--- src/rtl/fpga.sv ---
// fpga: 16-node serial bus transmitter with round-robin arbitration.
// One requesting node is granted at a time. Its frame is latched at grant and
// sent MSB-first, one bit per clock, on bus_out:
//   SOF(0) | SENDER(4) | RECEIVER(4) | MOD(2) | DATA(16/32/64) | CRC(4) | EOF(1)
// Optional build macro CRC_GEN_EN: when defined, the CRC field is generated
// internally (CRC-4, x^4+x+1, init 0) over SENDER..DATA instead of using CRCn.
module fpga (
    input  logic        clock,
    input  logic        reset_n,
    input  logic [3:0]  CRC1,  CRC2,  CRC3,  CRC4,  CRC5,  CRC6,  CRC7,  CRC8,
                        CRC9,  CRC10, CRC11, CRC12, CRC13, CRC14, CRC15, CRC16,
    input  logic [63:0] Data1, Data2, Data3, Data4, Data5, Data6, Data7, Data8,
                        Data9, Data10, Data11, Data12, Data13, Data14, Data15, Data16,
    input  logic [3:0]  receiverAddr1,  receiverAddr2,  receiverAddr3,  receiverAddr4,
                        receiverAddr5,  receiverAddr6,  receiverAddr7,  receiverAddr8,
                        receiverAddr9,  receiverAddr10, receiverAddr11, receiverAddr12,
                        receiverAddr13, receiverAddr14, receiverAddr15, receiverAddr16,
    input  logic [1:0]  mod1,  mod2,  mod3,  mod4,  mod5,  mod6,  mod7,  mod8,
                        mod9,  mod10, mod11, mod12, mod13, mod14, mod15, mod16,
    output logic        bus_out
);

    localparam int NODES  = 16;
    localparam int ADDR_W = 4;

    localparam logic [2:0] S_IDLE = 3'd0;
    localparam logic [2:0] S_SOF  = 3'd1;
    localparam logic [2:0] S_HDR  = 3'd2;
    localparam logic [2:0] S_DATA = 3'd3;
    localparam logic [2:0] S_CRC  = 3'd4;
    localparam logic [2:0] S_EOF  = 3'd5;

    // Node n lives at index n-1, which is also the SENDER value on the wire.
    logic [NODES-1:0][3:0]        w_crc;
    logic [NODES-1:0][63:0]       w_data;
    logic [NODES-1:0][ADDR_W-1:0] w_rcv;
    logic [NODES-1:0][1:0]        w_mod;

    assign w_crc  = {CRC16, CRC15, CRC14, CRC13, CRC12, CRC11, CRC10, CRC9,
                     CRC8,  CRC7,  CRC6,  CRC5,  CRC4,  CRC3,  CRC2,  CRC1};
    assign w_data = {Data16, Data15, Data14, Data13, Data12, Data11, Data10, Data9,
                     Data8,  Data7,  Data6,  Data5,  Data4,  Data3,  Data2,  Data1};
    assign w_rcv  = {receiverAddr16, receiverAddr15, receiverAddr14, receiverAddr13,
                     receiverAddr12, receiverAddr11, receiverAddr10, receiverAddr9,
                     receiverAddr8,  receiverAddr7,  receiverAddr6,  receiverAddr5,
                     receiverAddr4,  receiverAddr3,  receiverAddr2,  receiverAddr1};
    assign w_mod  = {mod16, mod15, mod14, mod13, mod12, mod11, mod10, mod9,
                     mod8,  mod7,  mod6,  mod5,  mod4,  mod3,  mod2,  mod1};

    logic [2:0]        r_state;
    logic [ADDR_W-1:0] r_ptr;     // index of the node that has first claim
    logic [74:0]       r_shift;   // SOF..DATA, payload left-aligned
    logic [3:0]        r_crc;
    logic [6:0]        r_cnt;     // bits still to send in the current field, minus one
    logic [1:0]        r_mod;

    logic              w_found;
    logic [ADDR_W-1:0] w_grant;
    logic [63:0]       w_data_al;
    logic [6:0]        w_data_last;

    // Round-robin scan: first requester at or after r_ptr, wrapping 15 -> 0.
    always_comb begin
        // NOTE: every combinational output gets a default first so no path leaves it unassigned (no latch).
        w_found = 1'b0;
        w_grant = r_ptr;
        for (int i = 0; i < NODES; i++) begin
            if (!w_found && (w_mod[r_ptr + ADDR_W'(i)] != 2'd0)) begin
                w_found = 1'b1;
                w_grant = r_ptr + ADDR_W'(i);
            end
        end
    end

    // Left-align the granted payload so its MSB directly follows the MOD field.
    always_comb begin
        case (w_mod[w_grant])
            2'd1:    w_data_al = {w_data[w_grant][15:0], 48'd0};
            2'd2:    w_data_al = {w_data[w_grant][31:0], 32'd0};
            default: w_data_al = w_data[w_grant];
        endcase
    end

    // Last index of the DATA field for the latched length code.
    always_comb begin
        case (r_mod)
            2'd2:    w_data_last = 7'd31;
            2'd3:    w_data_last = 7'd63;
            default: w_data_last = 7'd15;
        endcase
    end

`ifdef CRC_GEN_EN
    // One MSB-first step of CRC-4 with polynomial x^4+x+1.
    function automatic logic [3:0] crc4_step(input logic [3:0] c, input logic b);
        logic fb;
        fb = b ^ c[3];
        return {c[2:0], 1'b0} ^ {2'b00, fb, fb};
    endfunction
`endif

    // Frame sequencer: arbitrate in IDLE, then shift the latched frame out field by field.
    always_ff @(posedge clock) begin
        // NOTE: sequential state uses non-blocking assignments so every register samples pre-edge values.
        if (!reset_n) begin
            r_state <= S_IDLE;
            bus_out <= 1'b1;
            r_ptr   <= '0;
            r_shift <= '0;
            r_crc   <= '0;
            r_cnt   <= '0;
            r_mod   <= '0;
        end else begin
            case (r_state)
                S_IDLE: begin
                    bus_out <= 1'b1;
                    if (w_found) begin
                        r_shift <= {1'b0, w_grant, w_rcv[w_grant], w_mod[w_grant], w_data_al};
                        r_mod   <= w_mod[w_grant];
`ifdef CRC_GEN_EN
                        r_crc   <= 4'd0;
`else
                        r_crc   <= w_crc[w_grant];
`endif
                        r_ptr   <= w_grant + ADDR_W'(1);
                        r_state <= S_SOF;
                    end
                end
                S_SOF: begin
                    bus_out <= r_shift[74];
                    r_shift <= {r_shift[73:0], 1'b0};
                    r_cnt   <= 7'd9;
                    r_state <= S_HDR;
                end
                S_HDR, S_DATA: begin
                    bus_out <= r_shift[74];
                    r_shift <= {r_shift[73:0], 1'b0};
`ifdef CRC_GEN_EN
                    r_crc   <= crc4_step(r_crc, r_shift[74]);
`endif
                    if (r_cnt != 7'd0) begin
                        r_cnt <= r_cnt - 7'd1;
                    end else if (r_state == S_HDR) begin
                        r_cnt   <= w_data_last;
                        r_state <= S_DATA;
                    end else begin
                        r_cnt   <= 7'd3;
                        r_state <= S_CRC;
                    end
                end
                S_CRC: begin
                    bus_out <= r_crc[3];
                    r_crc   <= {r_crc[2:0], 1'b0};
                    if (r_cnt != 7'd0) begin
                        r_cnt <= r_cnt - 7'd1;
                    end else begin
                        r_state <= S_EOF;
                    end
                end
                S_EOF: begin
                    bus_out <= 1'b1;
                    r_state <= S_IDLE;
                end
                default: begin
                    bus_out <= 1'b1;
                    r_state <= S_IDLE;
                end
            endcase
        end
    end

endmodule

--- config.mk ---
export PLATFORM = sky130hd
export DESIGN_NAME = fpga
export DESIGN_NICKNAME = d
export VERILOG_FILES = /design/src/rtl/fpga.sv
export SDC_FILE = /design/constraint.sdc
export NUM_CORES = 1
export LEC_CHECK = 0
export CAP_MARGIN = 10
export CELL_PAD_IN_SITES_DETAIL_PLACEMENT = 0
export CELL_PAD_IN_SITES_GLOBAL_PLACEMENT = 1
export CORE_AREA = 2 2 458 460
export CTS_CLUSTER_DIAMETER = 60
export DETAILED_ROUTE_END_ITERATION = 10
export DIE_AREA = 0 0 460 462
export PLACE_DENSITY = 0.44
export RECOVER_POWER = 25
export SLEW_MARGIN = 30
export SYNTH_ARGS = -nofsm -noshare
export SYNTH_HDL_FRONTEND = slang
export SYNTH_SLANG_ARGS = --single-unit
--- constraint.sdc ---
create_clock -name clock -period 8.24 [get_ports clock]
set_clock_uncertainty 0.15 [all_clocks]
set_input_delay 0.824 -clock clock [delete_from_list [all_inputs] [get_ports clock]]
set_output_delay 0.824 -clock clock [all_outputs]
set_load 0.02 [all_outputs]
==> flow_summary.yaml <==
run_status:
  status: "finished, violations left"
  violations: "max-capacitance violations, max-slew violations"
floorplanning:
  rows: 168
  ios: 1187
  dieArea_um2: 213000
  core_area_um2: 208000
  start_util_pct: 9.07
  die_height_um: 462
  die_w_um: 460
cells_and_area:
  final_area_um2: 35100
  nets: 5243
  drive_gt1_share_pct: 8.12
  synthToLayoutAreaGrowth_pct: 85.9
setup_path:
  critPathKind: "flip-flop to flip-flop"
  required_ns: 8.37
  startpoint_type: "flip-flop"
  end_kind: "flip-flop"
  crit_arrival_ns: 7.62
  path_max_fanout: 24
route:
  wl_met3_um: 11100
  routed_wl_um: 207000
  wl_met1_um: 85400
  drtAntennaViolNets: 0
  dr_wl_met2_um: 108000
  routedWlPerCell_um: 30.5
  vias: 27922
  vias_per_cell: 4.11
  firstDrtPassIters: 7
  drt_iter0_drc: 1892
  drc_errors: 0
  top_layer_used: "met5"
clocking:
  h-tree-depth: 3
  tritoncts: "built"
  ctsRootBufferMaster: "clkbuf_16"
  post_cts_buffers: 0
  clk_pin_slew_ns: 0.09
  clockBufferDepth: 2
  numCtsBuffers: 9
  insertion_delay_ns: 0.39
  cts_resized: 0
  clock_sinks: 96
  cts-hold-fix-buffers: 0
synthesis:
  synth_edf_count: 0
  synth_cells: 2910
  avgSynthCellArea_um2: 6.49
  synth-seq-cells: 96
  yosysTopAreaCell: "mux2i_1"
  netlist_area_um2: 18900
  yosys-top-cells-count: "nand2_1, mux2i_1, nand3_1"
  async_flop_share_pct: 0
  synth_area_leaders: "mux2i_1, nand2_1, dfxtp_1"
  seq_area_frac_synth_pct: 10.2
  yosysMostFrequentCell: "nand2_1"
  yosysWarnings: 0
  synth_flop_cell: "dfxtp_1"
  synthDistinctLibCells: 103
  syn_nets: 4108
  synth_top_cell_area_share_pct: 19.5
global_routing:
  grt_pass1_vias: 28505
  gr-total-overflow: 0
  grt.total_usage_pct: 18.6
  grt_antenna_before_repair: 76
  grt_pass1_wl_um: 269000
  grt_max_degree: 142
sta:
  setup_viol: 0
  worst_slew_pin_slew_ns: 2.52
  drv_slew: 168
  hold_viol_final: 0
  tns_ns: 0
  rsz0062_at_grt: "false"
  max_slew_margin_pct: -68.3
  period_share_pct: 90.9
  fmax_mhz: 133
  fin_crit_ns: 7.49
  setup_ws_ns: 0.747
power_and_ir_drop:
  power_density_nw_per_um2: 532
  p_switching_mw: 12.1
  clockPowerShare_pct: 2.4
  power.leakage_nw: 12.9
  swShare_pct: 64.8
  combPwrFrac_pct: 93.6
  ir_drop_mv: 0.342
  p_seq_share_pct: 3.9
  fin_total_pwr_mw: 18.7
  p_int_mw: 6.58
hold_path:
  hold_class: "flip-flop to flip-flop"
placed_design:
  placed_cell_area_um2: 34800
  gp_congestion: 0.911
  port-buffer-count: 1186
  dp_slack_ns: 0.418
  dp_hpwl_um: 176000
flow_run:
  maxCapViolCount: 4
-- layout make-up --
| class | instances | area (um^2) |
|---|---|---|
| Clock inverter | 6 | 51.3 |
| Multi-Input combinational cell | 2532 | 15700 |
| Tap cell | 2720 | 3400 |
| Fill cell | 23980 | 173000 |
| Inverter | 16 | 92.6 |
| Timing Repair Buffer | 1390 | 13600 |
| Sequential cell | 96 | 1920 |
| Clock buffer | 10 | 229 |
| Antenna cell | 17 | 42.5 |
-- power groups by stage --
stage	sequential [mW]	clock, mW	combinational, mW
floorplan	0.687	0	8.73
global placement	0.746	0	18.0
detailed placement	0.746	0	17.9
CTS	0.736	0.463	18.0
global route	0.753	0.480	18.7
finish	0.737	0.453	17.5
-- registers in the layout, summed over array words and instances, names as in the netlist --
register / cells
r_mod: 2
r_ptr: 4
bus_out: 1
r_state: 3
r_cnt: 7
r_shift: 75
r_crc: 4
-- through the flow --
step           cells  utilization, %  hold WS (ns)
6_report        6787            16.9         0.314
5_1_grt         6780            16.9         0.349
4_1_cts         6769            16.9         0.322
3_5_place_dp    6753            16.7         0.308
3_3_place_gp    6752            16.7         0.305
2_1_floorplan   2910               -         0.282
-- cells by family (layout without fill, tap and decap cells) --
kind of cell	Yosys count	in the layout	share of synthesized area [%]
compound gates	581	581	21.4
xor+xnor	19	19	0.961
buf+inv	282	1422	7.19
fa+ha+maj	12	12	0.795
flops	96	96	10.2
mux	420	420	24.1
simple gates	1500	1500	35.3
other cells	0	17	0
-- worst paths after layout --
path,start,end,slack [ns],cells past startpoint
setup / recovery,r_ptr[2]$_SDFFE_PN0P_,r_shift[37]$_SDFFE_PN0P_,0.75,21
hold / removal,r_shift[73]$_SDFFE_PN0P_,r_shift[74]$_SDFFE_PN0P_,0.31,2
setup reg to reg,r_ptr[2]$_SDFFE_PN0P_,r_shift[37]$_SDFFE_PN0P_,0.75,21
hold reg to reg,r_shift[73]$_SDFFE_PN0P_,r_shift[74]$_SDFFE_PN0P_,0.31,2
-- metal layers --
layer | vias up | global-route usage [%]
li1 | 12952 | -
met1 | 13711 | 22.4
met2 | 1110 | 35.1
met3 | 129 | 2.94
met4 | 20 | 2.53
met5 | - | 0
-- placed cells by master (no fill, tap or decap), drive strengths merged, types with 9 or more instances in the layout --
| cell | netlist | routed |
|---|---|---|
| ha | 12 | 12 |
| o22ai | 9 | 9 |
| mux4 | 24 | 24 |
| inv | 14 | 17 |
| nand2 | 841 | 841 |
| dfxtp | 96 | 96 |
| a211oi | 22 | 22 |
| nand3 | 327 | 327 |
| a31oi | 58 | 58 |
| nor2 | 92 | 92 |
| a32oi | 16 | 16 |
| diode | 0 | 17 |
| a221oi | 23 | 23 |
| nor3 | 60 | 60 |
| nand4 | 16 | 16 |
| a21oi | 141 | 141 |
| o21ai | 90 | 90 |
| nand2b | 9 | 9 |
| and2 | 12 | 12 |
| a2111oi | 29 | 29 |
| buf | 162 | 201 |
| and3 | 58 | 58 |
| or3 | 15 | 15 |
| clkbuf | 104 | 14 |
| a22oi | 10 | 10 |
| mux2i | 369 | 369 |
| nor4 | 14 | 14 |
| mux2 | 27 | 27 |
| xnor2 | 15 | 15 |
| or2 | 22 | 22 |
| a311oi | 33 | 33 |
| o221ai | 10 | 10 |
| o211ai | 43 | 43 |
| clkdlybuf4s50 | 0 | 1184 |
-- critical path, stage by stage, from the launching register on --
cell	delay, ns
dfxtp_1	0.46
buf_4	0.41
xor2_2	0.45
a2111oi_1	0.18
o41ai_2	0.72
and2_1	0.51
nand2_1	0.29
nor4b_1	0.62
o32a_1	0.30
a211oi_1	0.08
or2_4	0.32
inv_16	0.14
mux2i_1	0.32
mux2i_1	0.12
mux2_2	0.37
ha_2	0.35
buf_12	0.17
and2_1	0.27
and4_1	0.21
a2111oi_0	0.63
buf_4	0.22
nor3_1	0.04
Note: power is estimated with default switching activity, not from simulation.
